`config.mk`:
```
export PLATFORM = sky130hd
export DESIGN_NAME = reg_xfer_arbiter
export DESIGN_NICKNAME = d
export VERILOG_FILES = /design/src/rtl/reg_xfer_arbiter.sv
export SDC_FILE = /design/constraint.sdc
export NUM_CORES = 1
export LEC_CHECK = 0
export CELL_PAD_IN_SITES_DETAIL_PLACEMENT = 1
export CELL_PAD_IN_SITES_GLOBAL_PLACEMENT = 1
export CORE_MARGIN = 4
export CORE_UTILIZATION = 30
export CTS_BUF_LIST = sky130_fd_sc_hd__clkbuf_16
export CTS_CLUSTER_SIZE = 10
export DETAILED_ROUTE_END_ITERATION = 12
export PLACE_DENSITY = 0.57
export SYNTH_ARGS = -nofsm -noshare
export SYNTH_HDL_FRONTEND = slang
export SYNTH_SLANG_ARGS = --single-unit
export TNS_END_PERCENT = 10
```
`constraint.sdc`:
```
create_clock -name clk -period 2.1 [get_ports clk]
set_input_delay 0.525 -clock clk [delete_from_list [all_inputs] [get_ports clk]]
set_output_delay 0.525 -clock clk [all_outputs]
set_load 0.05 [all_outputs]
```
`src/rtl/reg_xfer_arbiter.sv`:
```
// Two-requester round-robin transfer controller over a 4-entry register bank.
// Ops are captured into a one-deep exec stage and applied with simultaneous-update semantics.
module reg_xfer_arbiter #(
    parameter int WIDTH = 8
) (
    input  logic             clk,
    input  logic             rst_n,
    input  logic             req0_valid,
    output logic             req0_ready,
    input  logic [1:0]       req0_op,
    input  logic [1:0]       req0_src,
    input  logic [1:0]       req0_dst,
    input  logic [WIDTH-1:0] req0_data,
    input  logic             req1_valid,
    output logic             req1_ready,
    input  logic [1:0]       req1_op,
    input  logic [1:0]       req1_src,
    input  logic [1:0]       req1_dst,
    input  logic [WIDTH-1:0] req1_data,
    input  logic             hold,
    input  logic [1:0]       rd_idx,
    output logic [WIDTH-1:0] rd_data,
    output logic             done_valid,
    output logic             done_id
);

    typedef enum logic [1:0] {
        OP_LOAD  = 2'b00,
        OP_MOVE  = 2'b01,
        OP_SWAP  = 2'b10,
        OP_SHIFT = 2'b11
    } op_e;

    logic [WIDTH-1:0] bank     [4];
    logic [WIDTH-1:0] bank_nxt [4];

    // ptr=0: requester 0 wins a tie; ptr=1: requester 1 wins
    logic             ptr;
    logic             grant0;
    logic             grant1;

    logic             exec_valid;
    logic             exec_id;
    op_e              exec_op;
    logic [1:0]       exec_src;
    logic [1:0]       exec_dst;
    logic [WIDTH-1:0] exec_data;

    assign grant0 = !hold && req0_valid && (!req1_valid || !ptr);
    assign grant1 = !hold && req1_valid && (!req0_valid ||  ptr);

    assign req0_ready = grant0;
    assign req1_ready = grant1;

    assign rd_data = bank[rd_idx];

    // Reads use the current bank only; the later write wins, so SHIFT with src==dst stores data
    always_comb begin
        for (int i = 0; i < 4; i++) begin
            bank_nxt[i] = bank[i];
        end
        case (exec_op)
            OP_LOAD: begin
                bank_nxt[exec_dst] = exec_data;
            end
            OP_MOVE: begin
                bank_nxt[exec_dst] = bank[exec_src];
            end
            OP_SWAP: begin
                bank_nxt[exec_src] = bank[exec_dst];
                bank_nxt[exec_dst] = bank[exec_src];
            end
            OP_SHIFT: begin
                bank_nxt[exec_dst] = bank[exec_src];
                bank_nxt[exec_src] = exec_data;
            end
            default: begin
            end
        endcase
    end

    always_ff @(posedge clk or negedge rst_n) begin
        if (!rst_n) begin
            for (int i = 0; i < 4; i++) begin
                bank[i] <= '0;
            end
            ptr        <= 1'b0;
            exec_valid <= 1'b0;
            exec_id    <= 1'b0;
            exec_op    <= OP_LOAD;
            exec_src   <= '0;
            exec_dst   <= '0;
            exec_data  <= '0;
            done_valid <= 1'b0;
            done_id    <= 1'b0;
        end else begin
            if (exec_valid) begin
                for (int i = 0; i < 4; i++) begin
                    bank[i] <= bank_nxt[i];
                end
            end

            exec_valid <= grant0 || grant1;
            if (grant0) begin
                exec_id   <= 1'b0;
                exec_op   <= op_e'(req0_op);
                exec_src  <= req0_src;
                exec_dst  <= req0_dst;
                exec_data <= req0_data;
            end else if (grant1) begin
                exec_id   <= 1'b1;
                exec_op   <= op_e'(req1_op);
                exec_src  <= req1_src;
                exec_dst  <= req1_dst;
                exec_data <= req1_data;
            end

            if (grant0 || grant1) begin
                ptr <= grant0;
            end

            done_valid <= exec_valid;
            if (exec_valid) begin
                done_id <= exec_id;
            end
        end
    end

endmodule

```
==> impl_metrics.yaml <==
timing:
  finalSetupViolations: 0
  slew_headroom_pct: 57.97
  setup_slack_ps: 45.29
  period_needed_ps: 2055
  max_clock_freq_ghz: 0.4867
  fin_crit_sh_pct: 97.84
  slew_viol_final: 0
  worst_slew_pin_slew_ps: 629.4
  holdWs_ps: 135.3
  rsz0062_at_grt: "no"
  finalHoldViolCount: 0
  finClkSkew_ps: 10.13
yosys:
  synthesis.nets: 569
  ys_ff_latch: 51
  seq_area_frac_synth_pct: 26.67
  syn_area_per_cell_um2: 8.960
  synth_cell_types: 60
  yosys_warnings: 0
  syn-cell-area_mm2: 0.004785
  async_flop_share_pct: 100.0
  syn_inst: 534
  yosys_most_used_dff: "dfrtp_1"
  synth_edf_count: 0
global_routing:
  grt_usage_pct: 23.05
  grt_pass1_wl_um: 32490
  grt_pass1_vias: 5593
  antenna_found_initial: 0
  grt-ovfl-total: 0
  grt_max_degree: 26
finish:
  register_area_mm2: 0.001279
  fillCellCount: 1788
  diodes: 0
  fin_area_mm2: 0.006052
  final_cells: 806
  multiInputGateArea_mm2: 0.003149
  fin_util_pct: 39.23
  layout.nets: 629
  drive_above_1_share_pct: 21.34
  syn2layout_area_growth_pct: 26.49
placement:
  io_buffers: 46
  place_area_mm2: 0.005824
  gp_congestion: 0.9043
  place_ws_ps: -349.9
  hpwlAfterDp_um: 15340
  dp_cells: 797
cts:
  ctsHoldBuffers: 0
  clkLatencyLatePin_ps: 320
  cts_sinks: 51
  clockRootBuffer: "clkbuf_16"
  path_clk_slew_ps: 80
  cts_made_buffers: 5
  cts_tree: "built"
  cts-htree-levels: 2
  clockBufferDepth: 2
routing:
  vias_per_cell: 6.551
  drtIter0Drc: 620
  drc: 0
  via_count: 5280
  drt-total-wl_um: 20640
  wire_per_inst_um: 25.60
  firstDrtPassIters: 5
  antenna_left: 0
power_and_ir_drop:
  p_per_area_mw_per_mm2: 1221
  p_leak_nw: 2.418
  vdd_ir_drop_max_mv: 0.3950
floorplanning:
  die_w_um: 134.3
  io_pins: 47
  start_util_pct: 31.01
  rows: 45
  core_area_mm2: 0.01543
  die_y_um: 134.3
  fp.dieArea_mm2: 0.01803
hold_path:
  hold_class: "in2async"
setup_path:
  cp_slowest_cell: "dfrtp_1"
  required_ps: 1570
  crit_type: "reg2out"
  rr_startpoint: "exec_dst[1]"
  crit_arrival_ps: 1530
  path_cells: "mux4_2 > buf_4"
  worst_setup_path_end_kind: "output port"
  cp_slowest_stage_delay_ps: 510
  startpoint_type: "register"
  cp_max_fo: 8
status:
  run_status: "complete, no violations"
job:
  maxCapViolCount: 0
worst max-delay path: cells and delay by family (launching register included):
| family | cells | cell delay, ps |
|---|---|---|
| mux | 1 | 510 |
| flops | 1 | 510 |
| buf+inv | 1 | 200 |
routing by layer:
layer | vias up | GRT usage [%] | part of all wire, %
met5 | - | 0 | 0
met4 | 0 | 7.636 | 2.7
met3 | 44 | 3.713 | 7.4
met2 | 269 | 38.74 | 48
met1 | 2677 | 30.23 | 42
li1 | 2290 | - | -
power by group:
part	total (mW)	internal [mW]	switching (mW)	leakage (nW)
Combinational	4.25	1.90	2.35	1.74
Clock	0.989	0.564	0.425	0.0818
Sequential	2.15	1.34	0.808	0.594
cell families after synthesis:
family | synth area share (%)
flops | 26.67
compound gates | 34.96
buf+inv | 8.028
mux | 14.46
simple gates | 15.87
through the flow:
stage	power [mW]	setup TNS (ps)
2_1_floorplan	4.514	-753.0
3_3_place_gp	6.148	-2531
3_5_place_dp	6.221	-2737
4_1_cts	7.306	0
5_1_grt	7.783	0
6_report	7.391	0
layout by cell type, fill, tap and decap left out, types with 9 or more instances in the layout:
cell	count
a21oi_1	40
a31oi_1	15
mux4_2	16
or3b_1	10
a21o_1	9
nand3_1	11
inv_1	20
o22ai_1	22
mux2i_1	23
buf_12	10
o21ai_0	18
dfrtp_1	49
buf_4	65
a22o_1	10
a221oi_1	25
o221ai_1	26
clkdlybuf4s50_1	29
nand2_1	25
nand3b_1	16
o2bb2ai_1	10
a222oi_1	12
final timing paths:
kind / slack (ps) / cells past startpoint / endpoint
worst max-delay path: 50 / 2 / rd_data[5]
worst min-delay path: 140 / 1 / asynchronous set/reset pin
worst max register to register: 80 / 5 / register
worst min register to register: 510 / 1 / done_id
max in group asynchronous: 1380 / 2 / exec_dst[1]
min in group clk: 510 / 1 / done_id
final cells by class:
| type | instances | share of cell area (%) |
|---|---|---|
| clock buffer | 5 | 2.067 |
| clock inverter | 3 | 0.7029 |
| inverter | 23 | 1.427 |
| multi-input combinational | 397 | 52.04 |
| sequential | 51 | 21.13 |
| tap | 211 | 4.362 |
| timing repair buffer | 116 | 18.28 |
cell usage after synthesis, types with 7 or more instances:
cell / number / area [um2]
mux2i_1: 23 / 230.2
dfrtp_1: 51 / 1276
o21ai_0: 18 / 90.09
a21o_1: 9 / 67.56
mux4_2: 16 / 360.4
nand3_1: 11 / 55.05
clkbuf_1: 33 / 123.9
or3b_1: 10 / 87.58
a21oi_1: 41 / 205.2
nand2b_1: 8 / 50.05
a222oi_1: 12 / 120.1
o221ai_1: 26 / 227.7
inv_1: 20 / 75.07
o22ai_1: 22 / 137.6
buf_2: 16 / 80.08
a31oi_1: 15 / 93.84
nor2_1: 8 / 30.03
nand3b_1: 16 / 120.1
buf_1: 7 / 26.28
o2bb2ai_1: 10 / 87.58
a22o_1: 10 / 87.58
a221oi_1: 26 / 227.7
nand2_1: 25 / 93.84
timing repair:
action	CTS	global route
endpoints found under the setup margin	9	3
pin swaps	0	0
gates resized for setup	13	6
setup buffers	1	0
Note: power is estimated with default switching activity, not from simulation.
==> edit (config.mk and constraints unchanged) <==
`WIDTH`: 8 -> 6.
--- a/src/rtl/reg_xfer_arbiter.sv
+++ b/src/rtl/reg_xfer_arbiter.sv
@@ -1,7 +1,7 @@
 // Two-requester round-robin transfer controller over a 4-entry register bank.
 // Ops are captured into a one-deep exec stage and applied with simultaneous-update semantics.
 module reg_xfer_arbiter #(
-    parameter int WIDTH = 8
+    parameter int WIDTH = 6
 ) (
     input  logic             clk,
     input  logic             rst_n,
Ports: changed (resized rd_data, req0_data and req1_data); port bits go from 47 to 41. The function was not compared with the original's and may differ.
==> edit against the original RTL <==
  * Cell area shrank 24%
  * Combinational power shrank 36%
  * Highest routed layer unchanged
  * Setup slack gained 0.031 ns
  * Total power shrank 27%
  * Sequential cell count shrank 10
  * Largest cell class unchanged
  * Wire length shrank 28%
  * Synthesized area shrank 24%
==> edit: results <==
run_status:
  outcome: "finished clean"
placement:
  place_worst_setup_slack_ns: -0.3454
  dp_hpwl_mm: 11.19
  numPortBuffers: 40
  place.gp.congestion: 0.8876
route:
  met2_length_mm: 6.904
  drt-met1-wl_mm: 6.652
  dr.first_iter.drc_count: 259
  routed-wl-met3_um: 951
  routed_via_density: 6.143
  wl_per_cell_um: 23.32
logic_synthesis:
  yosysSeqAreaShare_pct: 28.23
  synth.distinct_cells: 59
  synth_nets: 469
  synthTopCellsByArea: "dfrtp_1 (28%), nand2_1 (7.6%), mux4_2 (7.4%), mux2i_1 (5.5%), o21ai_0 (4.4%)"
  synth_common_cells: "nand2_1 (74), dfrtp_1 (41), o21ai_0 (32)"
critical_path:
  r2r_start: "exec_src[0]$_DFFE_PN0P_"
  setup.worst_path.start: "hold"
  reg2reg_setup_slack_ns: 0.17
  slowest_stage: "clkdlybuf4s50_1"
  crit_arrival_ns: 1.50
  path_max_fanout: 3
  crit_path_max_incr_delay_ns: 0.42
  critPathTopFamily: "buffers and inverters"
global_routing:
  antenna_found_initial: 0
  grt_pass1_vias: 4116
  grt_pass1_wl_mm: 23.73
  grtUsageTotal_pct: 21.43
power:
  peakVddDrop_uv: 423.3
  leakagePower_nw: 1.816
clocking:
  post_cts_buffers: 0
  clock_latency_ns: 0.30
timing:
  tightest_slew_ns: 0.5249
  period_share_pct: 96.39
  finClkSkew_ns: 0.008361
layout:
  drive_gt1_share_pct: 18.42
  nets: 524
-- edit: cell count changes after synthesis, sizes merged, moves of 9 or more --
cell,change
o211ai,+13
or3b,-9
a221oi,-11
o2bb2ai,-10
nand3b,-15
o221ai,-20
dfrtp,-10
nand2,+50
nor2,+16
clkbuf,-22
a222oi,-12
a21oi,-21
inv,-14
-- edit: worst register-to-register path, cell delays in order, from the launching register on --
cell and delay (ns):
dfrtp_1 0.37, buf_12 0.19, mux4_2 0.66, a22o_1 0.25, o311ai_1 0.24, nand2_1 0.09
-- edit: logic make-up (layout without fill, tap and decap cells) --
group | Yosys count | count (layout) | synth area share (%)
AO/OA/AOI/OAI | 171 | 171 | 32.98
buffers and inverters | 49 | 105 | 7.366
flip-flops | 41 | 41 | 28.23
multiplexers | 35 | 35 | 13.87
AND/OR/NAND/NOR | 142 | 142 | 17.56
-- edit: through the flow --
| step | TNS (ns) | hold WS [ns] | power [mW] | cell area (µm²) | cells |
|---|---|---|---|---|---|
| after global placement | -1.785 | 0.4734 | 4.216 | 4412 | 629 |
| final | 0 | 0.1951 | 5.379 | 4621 | 637 |
| after CTS | 0 | 0.2163 | 5.354 | 4614 | 637 |
| after global routing | 0 | 0.2464 | 5.690 | 4621 | 637 |
| after detailed placement | -1.952 | 0.4863 | 4.255 | 4412 | 629 |
| after floorplan | 0 | 0.2294 | 3.234 | 3635 | 438 |
-- edit: how the worst max path moves through the flow --
stage | slack [ns] | cells past startpoint | endpoint
after floorplan | 0.01 | 2 | rd_data[0]
after global placement | -0.33 | 4 | rd_data[2]
after detailed placement | -0.35 | 4 | rd_data[2]
after CTS | 0.04 | 5 | req1_ready
after global routing | 0.01 | 5 | req1_ready
final | 0.08 | 5 | req1_ready
-- edit: what timing repair did --
action	4_1_cts	5_1_grt
setup endpoints to repair	6	6
gates cloned	0	0
hold buffers	0	0
hold endpoints to repair	0	0
pin swaps	0	0
gates resized for setup	10	2
-- edit: power by group --
part | internal, mW | switching (mW)
registers | 1.05 | 0.581
clock network | 0.680 | 0.355
logic | 1.18 | 1.53
-- edit: cell type report --
class	instances	area [µm²]
well taps	143	178.9
clock buffers	5	125.1
inverters	10	37.54
multi-input cells	348	2345
repair buffers	87	843.3
flip-flops and latches	41	1026
clock inverters	3	65.06
fillers	1378	6993
-- edit: per-layer routing --
| layer | up-vias | track usage, % |
|---|---|---|
| li1 | 1793 | - |
| met1 | 1935 | 28.93 |
| met2 | 158 | 34.91 |
| met3 | 27 | 4.229 |
| met4 | 0 | 5.788 |
| met5 | - | 0 |
